--- src/rtl/bpm_display.sv ---
// BPM value to 3-digit multiplexed 7-segment display: saturating capture, sequential
// double-dabble conversion with one-deep pending slot, tp-paced digit scan with blanking.
module bpm_display #(
   parameter int BPM_MAX  = 250,
   parameter int BPM_SIZE = 8,
   parameter int DIGIT_TP = 195
) (
   input  logic                clk_i,
   input  logic                rst,
   input  logic                tp_i,
   input  logic [BPM_SIZE-1:0] bpm_i,
   input  logic                bpm_valid,
   output logic [6:0]          seg_o,
   output logic [2:0]          dig_o,
   output logic                busy_o
);
   localparam int TPW = $clog2(DIGIT_TP + 1);
   localparam int CW  = $clog2(BPM_SIZE + 1);
   localparam logic [BPM_SIZE-1:0] MAX_V     = BPM_MAX[BPM_SIZE-1:0];
   localparam logic [TPW-1:0]      TP_LAST   = TPW'(DIGIT_TP - 1);
   localparam logic [CW-1:0]       CONV_LAST = CW'(BPM_SIZE - 1);

   typedef enum logic [1:0] {S_IDLE, S_CONV, S_LOAD} state_t;

   state_t              state_q, state_d;
   logic [BPM_SIZE-1:0] shift_q, shift_d;
   logic [11:0]         bcd_q, bcd_d;
   logic [11:0]         bcd_adj;
   logic [CW-1:0]       cnt_q, cnt_d;
   logic [BPM_SIZE-1:0] pend_val_q, pend_val_d;
   logic                pending_q, pending_d;
   logic [11:0]         shown_q, shown_d;
   logic [TPW-1:0]      tp_cnt_q, tp_cnt_d;
   logic [1:0]          idx_q, idx_d;
   logic [6:0]          seg_q, seg_d;
   logic [2:0]          dig_q, dig_d;
   logic                busy_q, busy_d;
   logic [BPM_SIZE-1:0] bpm_sat;
   logic [3:0]          nib;
   logic                blank;

   function automatic logic [6:0] seg_decode(input logic [3:0] n);
      case (n)
         4'd0:    seg_decode = 7'h3F;
         4'd1:    seg_decode = 7'h06;
         4'd2:    seg_decode = 7'h5B;
         4'd3:    seg_decode = 7'h4F;
         4'd4:    seg_decode = 7'h66;
         4'd5:    seg_decode = 7'h6D;
         4'd6:    seg_decode = 7'h7D;
         4'd7:    seg_decode = 7'h07;
         4'd8:    seg_decode = 7'h7F;
         4'd9:    seg_decode = 7'h6F;
         default: seg_decode = 7'h00;
      endcase
   endfunction

   assign bpm_sat = (bpm_i > MAX_V) ? MAX_V : bpm_i;

   // Double-dabble correction: every nibble >= 5 gets +3 before the shift.
   for (genvar gi = 0; gi < 3; gi++) begin : g_adj
      assign bcd_adj[gi*4 +: 4] = (bcd_q[gi*4 +: 4] >= 4'd5) ? bcd_q[gi*4 +: 4] + 4'd3
                                                              : bcd_q[gi*4 +: 4];
   end

   always_comb begin
      state_d    = state_q;
      shift_d    = shift_q;
      bcd_d      = bcd_q;
      cnt_d      = cnt_q;
      pend_val_d = pend_val_q;
      pending_d  = pending_q;
      shown_d    = shown_q;
      case (state_q)
         S_IDLE: begin
            if (bpm_valid) begin
               shift_d = bpm_sat;
               bcd_d   = '0;
               cnt_d   = '0;
               state_d = S_CONV;
            end
         end
         S_CONV: begin
            {bcd_d, shift_d} = {bcd_adj[10:0], shift_q, 1'b0};
            cnt_d            = cnt_q + CW'(1);
            if (cnt_q == CONV_LAST) state_d = S_LOAD;
            if (bpm_valid) begin
               pending_d  = 1'b1;
               pend_val_d = bpm_sat;
            end
         end
         S_LOAD: begin
            shown_d = bcd_q;
            // A strobe arriving during LOAD is newer than anything pending.
            if (bpm_valid || pending_q) begin
               shift_d   = bpm_valid ? bpm_sat : pend_val_q;
               bcd_d     = '0;
               cnt_d     = '0;
               pending_d = 1'b0;
               state_d   = S_CONV;
            end else begin
               state_d = S_IDLE;
            end
         end
         default: state_d = S_IDLE;
      endcase
   end

   always_comb begin
      tp_cnt_d = tp_cnt_q;
      idx_d    = idx_q;
      if (tp_i) begin
         if (tp_cnt_q == TP_LAST) begin
            tp_cnt_d = '0;
            idx_d    = (idx_q == 2'd2) ? 2'd0 : idx_q + 2'd1;
         end else begin
            tp_cnt_d = tp_cnt_q + TPW'(1);
         end
      end
   end

   always_comb begin
      nib   = shown_q[3:0];
      blank = 1'b0;
      case (idx_d)
         2'd1: begin
            nib   = shown_q[7:4];
            blank = (shown_q[11:8] == 4'd0) && (shown_q[7:4] == 4'd0);
         end
         2'd2: begin
            nib   = shown_q[11:8];
            blank = (shown_q[11:8] == 4'd0);
         end
         default: ;
      endcase
      dig_d  = 3'b001 << idx_d;
      seg_d  = blank ? 7'h00 : seg_decode(nib);
      busy_d = (state_d != S_IDLE) | pending_d;
   end

   always_ff @(posedge clk_i or posedge rst) begin
      if (rst) begin
         state_q    <= S_IDLE;
         shift_q    <= '0;
         bcd_q      <= '0;
         cnt_q      <= '0;
         pend_val_q <= '0;
         pending_q  <= 1'b0;
         shown_q    <= '0;
         tp_cnt_q   <= '0;
         idx_q      <= '0;
         seg_q      <= 7'h3F;
         dig_q      <= 3'b001;
         busy_q     <= 1'b0;
      end else begin
         state_q    <= state_d;
         shift_q    <= shift_d;
         bcd_q      <= bcd_d;
         cnt_q      <= cnt_d;
         pend_val_q <= pend_val_d;
         pending_q  <= pending_d;
         shown_q    <= shown_d;
         tp_cnt_q   <= tp_cnt_d;
         idx_q      <= idx_d;
         seg_q      <= seg_d;
         dig_q      <= dig_d;
         busy_q     <= busy_d;
      end
   end

   assign seg_o  = seg_q;
   assign dig_o  = dig_q;
   assign busy_o = busy_q;
endmodule

--- config.mk ---
export PLATFORM = sky130hd
export DESIGN_NAME = bpm_display
export DESIGN_NICKNAME = d
export VERILOG_FILES = /design/src/rtl/bpm_display.sv
export SDC_FILE = /design/constraint.sdc
export NUM_CORES = 1
export LEC_CHECK = 0
export ABC_AREA = 1
export BUFFER_PORTS_ARGS = -buffer_cell sky130_fd_sc_hd__buf_2
export CAP_MARGIN = 20
export CORE_ASPECT_RATIO = 0.7
export CORE_MARGIN = 2
export CORE_UTILIZATION = 55
export CTS_CLUSTER_DIAMETER = 80
export CTS_CLUSTER_SIZE = 12
export DETAILED_ROUTE_END_ITERATION = 10
export GPL_TIMING_DRIVEN = 0
export PLACE_DENSITY = 0.72
export REMOVE_ABC_BUFFERS = 1
export SYNTH_ARGS = -nofsm -noshare
export SYNTH_HDL_FRONTEND = slang
export SYNTH_SLANG_ARGS = --single-unit
--- constraint.sdc ---
create_clock -name clk_i -period 4.36 [get_ports clk_i]
set_clock_uncertainty 0.1 [all_clocks]
set_input_delay 0.436 -clock clk_i [delete_from_list [all_inputs] [get_ports clk_i]]
set_output_delay 0.436 -clock clk_i [all_outputs]
set_load 0.05 [all_outputs]
Word-level counts from Yosys, hierarchy flattened --
Memory sizes are Yosys's and may differ from the RTL's. Index checks and enable logic that the tools add are counted.
Operators by class: add/sub/neg operators 6, multipliers 0, div/mod/pow operators 0, order comparisons 4, equality and inequality tests 9, shifts and indexed selects 1, multiplexer cells 28, bitwise logic cells 1, reduce and logical (&&, ||, !) cells 8
Operator list (number):
- 2-to-1 mux 8 bit | 5
- one-hot mux 12 bit (3 select lines) | 1
- 2-to-1 mux 12 bit | 2
- one-hot mux 8 bit (3 select lines) | 1
- 2-to-1 mux 4 bit | 4
- >= comparator 4 x 3 -> 1 bit, second input constant | 3
- one-hot mux 4 bit (3 select lines) | 1
- 2-to-1 mux 2 bit | 5
- adder 4 x 2 -> 4 bit, second input constant | 2
- adder 8 x 1 -> 8 bit, second input constant | 1
- == test 8 bit, second input constant | 1
- > comparator 8 bit, second input constant | 1
- zero test 4 bit | 2
- one-hot mux 4 bit (2 select lines) | 1
- 2-to-1 mux 7 bit | 1
- == test 2 bit, second input constant | 3
- one-hot mux 2 bit (3 select lines) | 1
- adder 4 x 1 -> 4 bit, second input constant | 1
- == test 2 x 1 -> 1 bit, second input constant | 2
- == test 4 x 3 -> 1 bit, second input constant | 1
- inequality test 2 bit, second input constant | 2
- one-hot mux 1 bit (2 select lines) | 2
- adder 3 x 2 -> 3 bit, second input constant | 1
- 2-to-1 mux 1 bit | 3
- other kinds (10) | 10
Word-level totals: bits in registers 68, latch bits 0, memory bits (writable) 0, memory bits (read-only) 112, input bits 12, word-level logic and storage cells 70, memories 1
Memories:
- (no name shown) | words 16, width 7, read ports 1, clocked after Yosys merged registers in 0, write ports 0, RTL line 43 | case (n)

Logic depth before layout (Yosys ltp) --
An unclocked memory read counts as a cell.
depth after elaboration 8, depth in mapped cells 18

Worst setup path before layout --
OpenSTA, ideal clock, no wires.
path type register to register, start point register tp_cnt_q[0], end point register seg_q[3] (netlist: seg_o[3]), setup time 0.067 ns, arrival time 2.104 ns, setup slack 2.089 ns, cell stages (with the launch flop) 16, path buffers 0, cell sequence dfrtp_1 -> inv_1 -> ha_1 -> nand3_2 -> nor2_8 -> nand3_2 -> nand2_4 -> nand2_8 -> inv_6 -> nand2_1 -> nand3_1 -> inv_1 -> ha_1 -> nor2_2 -> nor2_1 -> nor2_1
On the way: word-level cells in the longest chain between the ends 7, elaborated cells on any way between the ends 9, classes of those cells eq/ne (3); mux (5); memory (1)
Ends and longest elaborated chain:
- start: declaration | RTL line 33 | logic [TPW-1:0] tp_cnt_q, tp_cnt_d;
- start signal: assignment | RTL line 163 | tp_cnt_q <= tp_cnt_d;
- == test 8 bit (*) | RTL line 113 | if (tp_cnt_q == TP_LAST) begin
- 2-to-1 mux 2 bit (*) | RTL line 113
- 2-to-1 mux 2 bit (*) | RTL line 112 | if (tp_i) begin
- via idx_d[0] | RTL line 34 | logic [1:0] idx_q, idx_d;
- == test 2 bit or == test 2 x 1 -> 1 bit (tied branches) | RTL line 125 | case (idx_d)
- one-hot mux 4 bit (2 select lines) | RTL line 125
- memory (16 x 7 bit)
- 2-to-1 mux 7 bit (*) | RTL line 137 | seg_d = blank ? 7'h00 : seg_decode(nib);
- via seg_d[3] | RTL line 35 | logic [6:0] seg_q, seg_d;
- end signal: assignment | RTL line 165 | seg_q <= seg_d;
- end: declaration | RTL line 35
Mark *: on every way through the listed nets, which the timed path passes. The rest lies on a longest branch. A chain may end at the register's enable or synchronous reset.

Worst setup path after layout --
start point register state_q[1], end point register shift_q[2]
On the way: word-level cells in the longest chain between the ends 3, elaborated cells on any way between the ends 8, classes of those cells eq/ne (4); mux (1); reduce/logical (3)
Ends and longest elaborated chain:
- start: declaration | RTL line 25 | state_t state_q, state_d;
- start signal: assignment | RTL line 156 | state_q <= state_d;
- == test 2 bit, or another cell as far along | RTL line 74 | case (state_q)
- inequality test 2 bit (no source line) or nonzero test 3 bit (tied branches)
- AND reduction 3 bit (no source line)
- end signal: assignment | RTL line 157 | shift_q <= shift_d;
- end: declaration | RTL line 26 | logic [BPM_SIZE-1:0] shift_q, shift_d;
Parallel ways exist; a longest one is shown, timed or not.

==> reports/qor.yml <==
global_route:
  grt_max_degree: 69
  grt_pass1_vias: 2699
  grt_pass1_wl_mm: 12.7
  grt_use_total: 0.219
  grt-ovfl-total: 0
  antenna_found_initial: 0
critical_path:
  cp.arrival_ns: 3.34
  cp-end-kind: "flip-flop"
  critPathRequiredTime_ns: 4.47
  path_max_fanout: 24
  startpoint_type: "flip-flop"
  critical_path_class: "flip-flop to flip-flop"
place:
  post-place-ws_ns: 1.20
  portBuffers: 22
  hpwlAfterDp_mm: 5.40
  place_congestion: 0.844
  place_area_mm2: 0.00394
floorplan:
  start_util: 0.563
  die-width_um: 103
  core_mm2: 0.00669
  rows: 25
  io_pins: 23
  die_area_mm2: 0.00754
  die_y_um: 73.3
clocking:
  clock_sinks: 68
  path_clk_slew_ns: 0.08
  cts_tree: "yes"
  cts_setup_buffers: 0
  cts_root_buf: "clkbuf_8"
  holdBufCountCts: 0
  cts_max_level: 3
  cts_buffers: 9
  clk_latency_ns: 0.34
  clock_path_buffers: 2
  post_cts_resized: 0
timing:
  hold-worst-slack_ns: 0.152
  finalSetupTns_ns: 0
  setup_violations: 0
  worst_slack_ns: 1.12
  slew_viol_final: 0
  tightestPinTransition_ns: 0.827
  fmax_mhz: 309
  slew_headroom: 0.449
  min_period_ns: 3.24
  hold_viol: 0
  grt_setup_unrepaired: "false"
  period_share: 0.742
pwr:
  pwr_density_cell_mw_per_mm2: 727
  ir_drop_mv: 0.385
  power_leakage_nw: 2.09
layout:
  drive_gt1_frac: 0.178
  fill_cells: 593
  antenna_cells: 0
  nets: 496
  syn2layout_area_growth_pct: 10.6
  final_area_mm2: 0.00417
  fin_util: 0.623
logic_synthesis:
  yosysUniqueCellTypes: 41
  ys_seq_area_frac: 0.454
  ys_warn_count: 0
  synth_cells: 445
  synthFlopType: "dfrtp_1"
  synth_area_mm2: 0.00377
  synth.avg_cell_area_um2: 8.47
  synth-seq-cells: 68
  async_flop_share: 1.00
  synth-edff-count: 0
detailed_routing:
  drt_pass1_iterations: 5
  wl_per_cell_um: 13.2
  drc: 0
  final_antenna_net_count: 0
  drtIter0Drc: 171
  vias: 2941
  vias_per_cell: 5.21
  wl_mm: 7.47
worst_hold_path:
  hold_path.class: "primary input to asynchronous set/reset pin"
run_status:
  status: "complete, no violations"
job:
  drv_cap: 0
[cell usage after synthesis, drive strengths merged, types with 4 or more instances]
library cell | n | area, µm²
ha | 18 | 225
nand2 | 98 | 457
buf | 4 | 25.0
nand4 | 4 | 31.3
nand3 | 26 | 165
xor2 | 6 | 52.6
dfstp | 7 | 184
clkbuf | 8 | 30.0
dfrtp | 61 | 1530
a21oi | 17 | 85.1
inv | 67 | 256
nor2 | 44 | 238
o21ai | 53 | 265
o22ai | 11 | 68.8
[where the power goes]
part	internal, mW	total [mW]	leakage (nW)	switching, mW
Combinational	0.436	1.40	1.11	0.967
Clock	0.338	0.580	0.116	0.242
Sequential	0.898	1.05	0.864	0.150
[per-stage QoR]
step / power [mW] / instances
3_5_place_dp: 2.45 / 549
3_3_place_gp: 2.40 / 549
6_report: 3.03 / 565
4_1_cts: 3.04 / 565
5_1_grt: 3.28 / 565
2_1_floorplan: 2.15 / 433
[flip-flops by register name, summed over array words and instances (netlist names), 3 cells and up]
register	flops
seg_o	7
bcd_q	12
tp_cnt_q	8
pend_val_q	8
shown_q	12
cnt_q	4
shift_q	8
dig_o	3
[path summary, 6_finish.rpt]
check,slack (ns),endpoint,startpoint,cells past startpoint
max reg2reg,1.12,shift_q[2]$_DFFE_PP0P_,state_q[1]$_DFF_PP0_,9
max,1.12,shift_q[2]$_DFFE_PP0P_,state_q[1]$_DFF_PP0_,9
min in group clk_i,0.37,shift_q[3]$_DFFE_PP0P_,bpm_i[3],5
min reg2reg,0.39,pend_val_q[0]$_DFFE_PP0P_,pend_val_q[0]$_DFFE_PP0P_,2
min,0.15,dig_o[2]$_DFF_PP0_,rst,2
max in group asynchronous,3.45,shift_q[6]$_DFFE_PP0P_,rst,2
[worst max-delay path: stages, from the launching register on]
cell and delay [ns]:
dfrtp_1 0.43, inv_1 0.10, ha_1 0.48, inv_1 0.33
nand3b_1 0.17, nand3_1 0.34, inv_1 0.66, o21ai_0 0.22
a31oi_1 0.19, a22oi_1 0.08
[placed cells by master, fill, tap and decap left out, types with 3 or more instances in the layout]
master,count
nand2_4,7
a31oi_1,3
nand3_1,19
ha_1,18
nand2_2,8
clkbuf_8,10
xor2_1,6
nand4_1,3
dfrtp_1,61
nor2_4,4
buf_2,22
a21oi_1,17
o22ai_1,11
nor2_2,4
o21ai_0,52
nor2_1,34
dfstp_2,7
inv_1,64
nand2_1,82
nand3_2,7
[kinds of logic (layout without fill, tap and decap cells)]
group / after synthesis / after routing / share of synthesized area
flip-flops: 68 / 68 / 0.454
adder cells (fa/ha/maj): 18 / 18 / 0.0598
buffers and inverters: 80 / 106 / 0.0837
AO/OA/AOI/OAI: 92 / 92 / 0.133
XOR/XNOR: 6 / 6 / 0.0139
AND/OR/NAND/NOR: 181 / 181 / 0.255
[layer usage]
layer  wire length [µm]  GRT usage  vias up
met5                  0          0        -
met4                 52     0.0585        0
met3                350     0.0552        5
met2               3220      0.324       61
met1               3850      0.321     1387
li1                   -          -     1488
[area by class of cell]
cell class                      instances  area [µm²]  share of cell area
Timing Repair Buffer                   22         110              0.0264
Clock buffer                           10         138              0.0330
Sequential cell                        68        1710               0.410
Multi-Input combinational cell        297        1740               0.418
Tap cell                               94         118              0.0282
Clock inverter                          6        87.6              0.0210
Inverter                               68         263              0.0630
(Power assumes the default switching activity.)
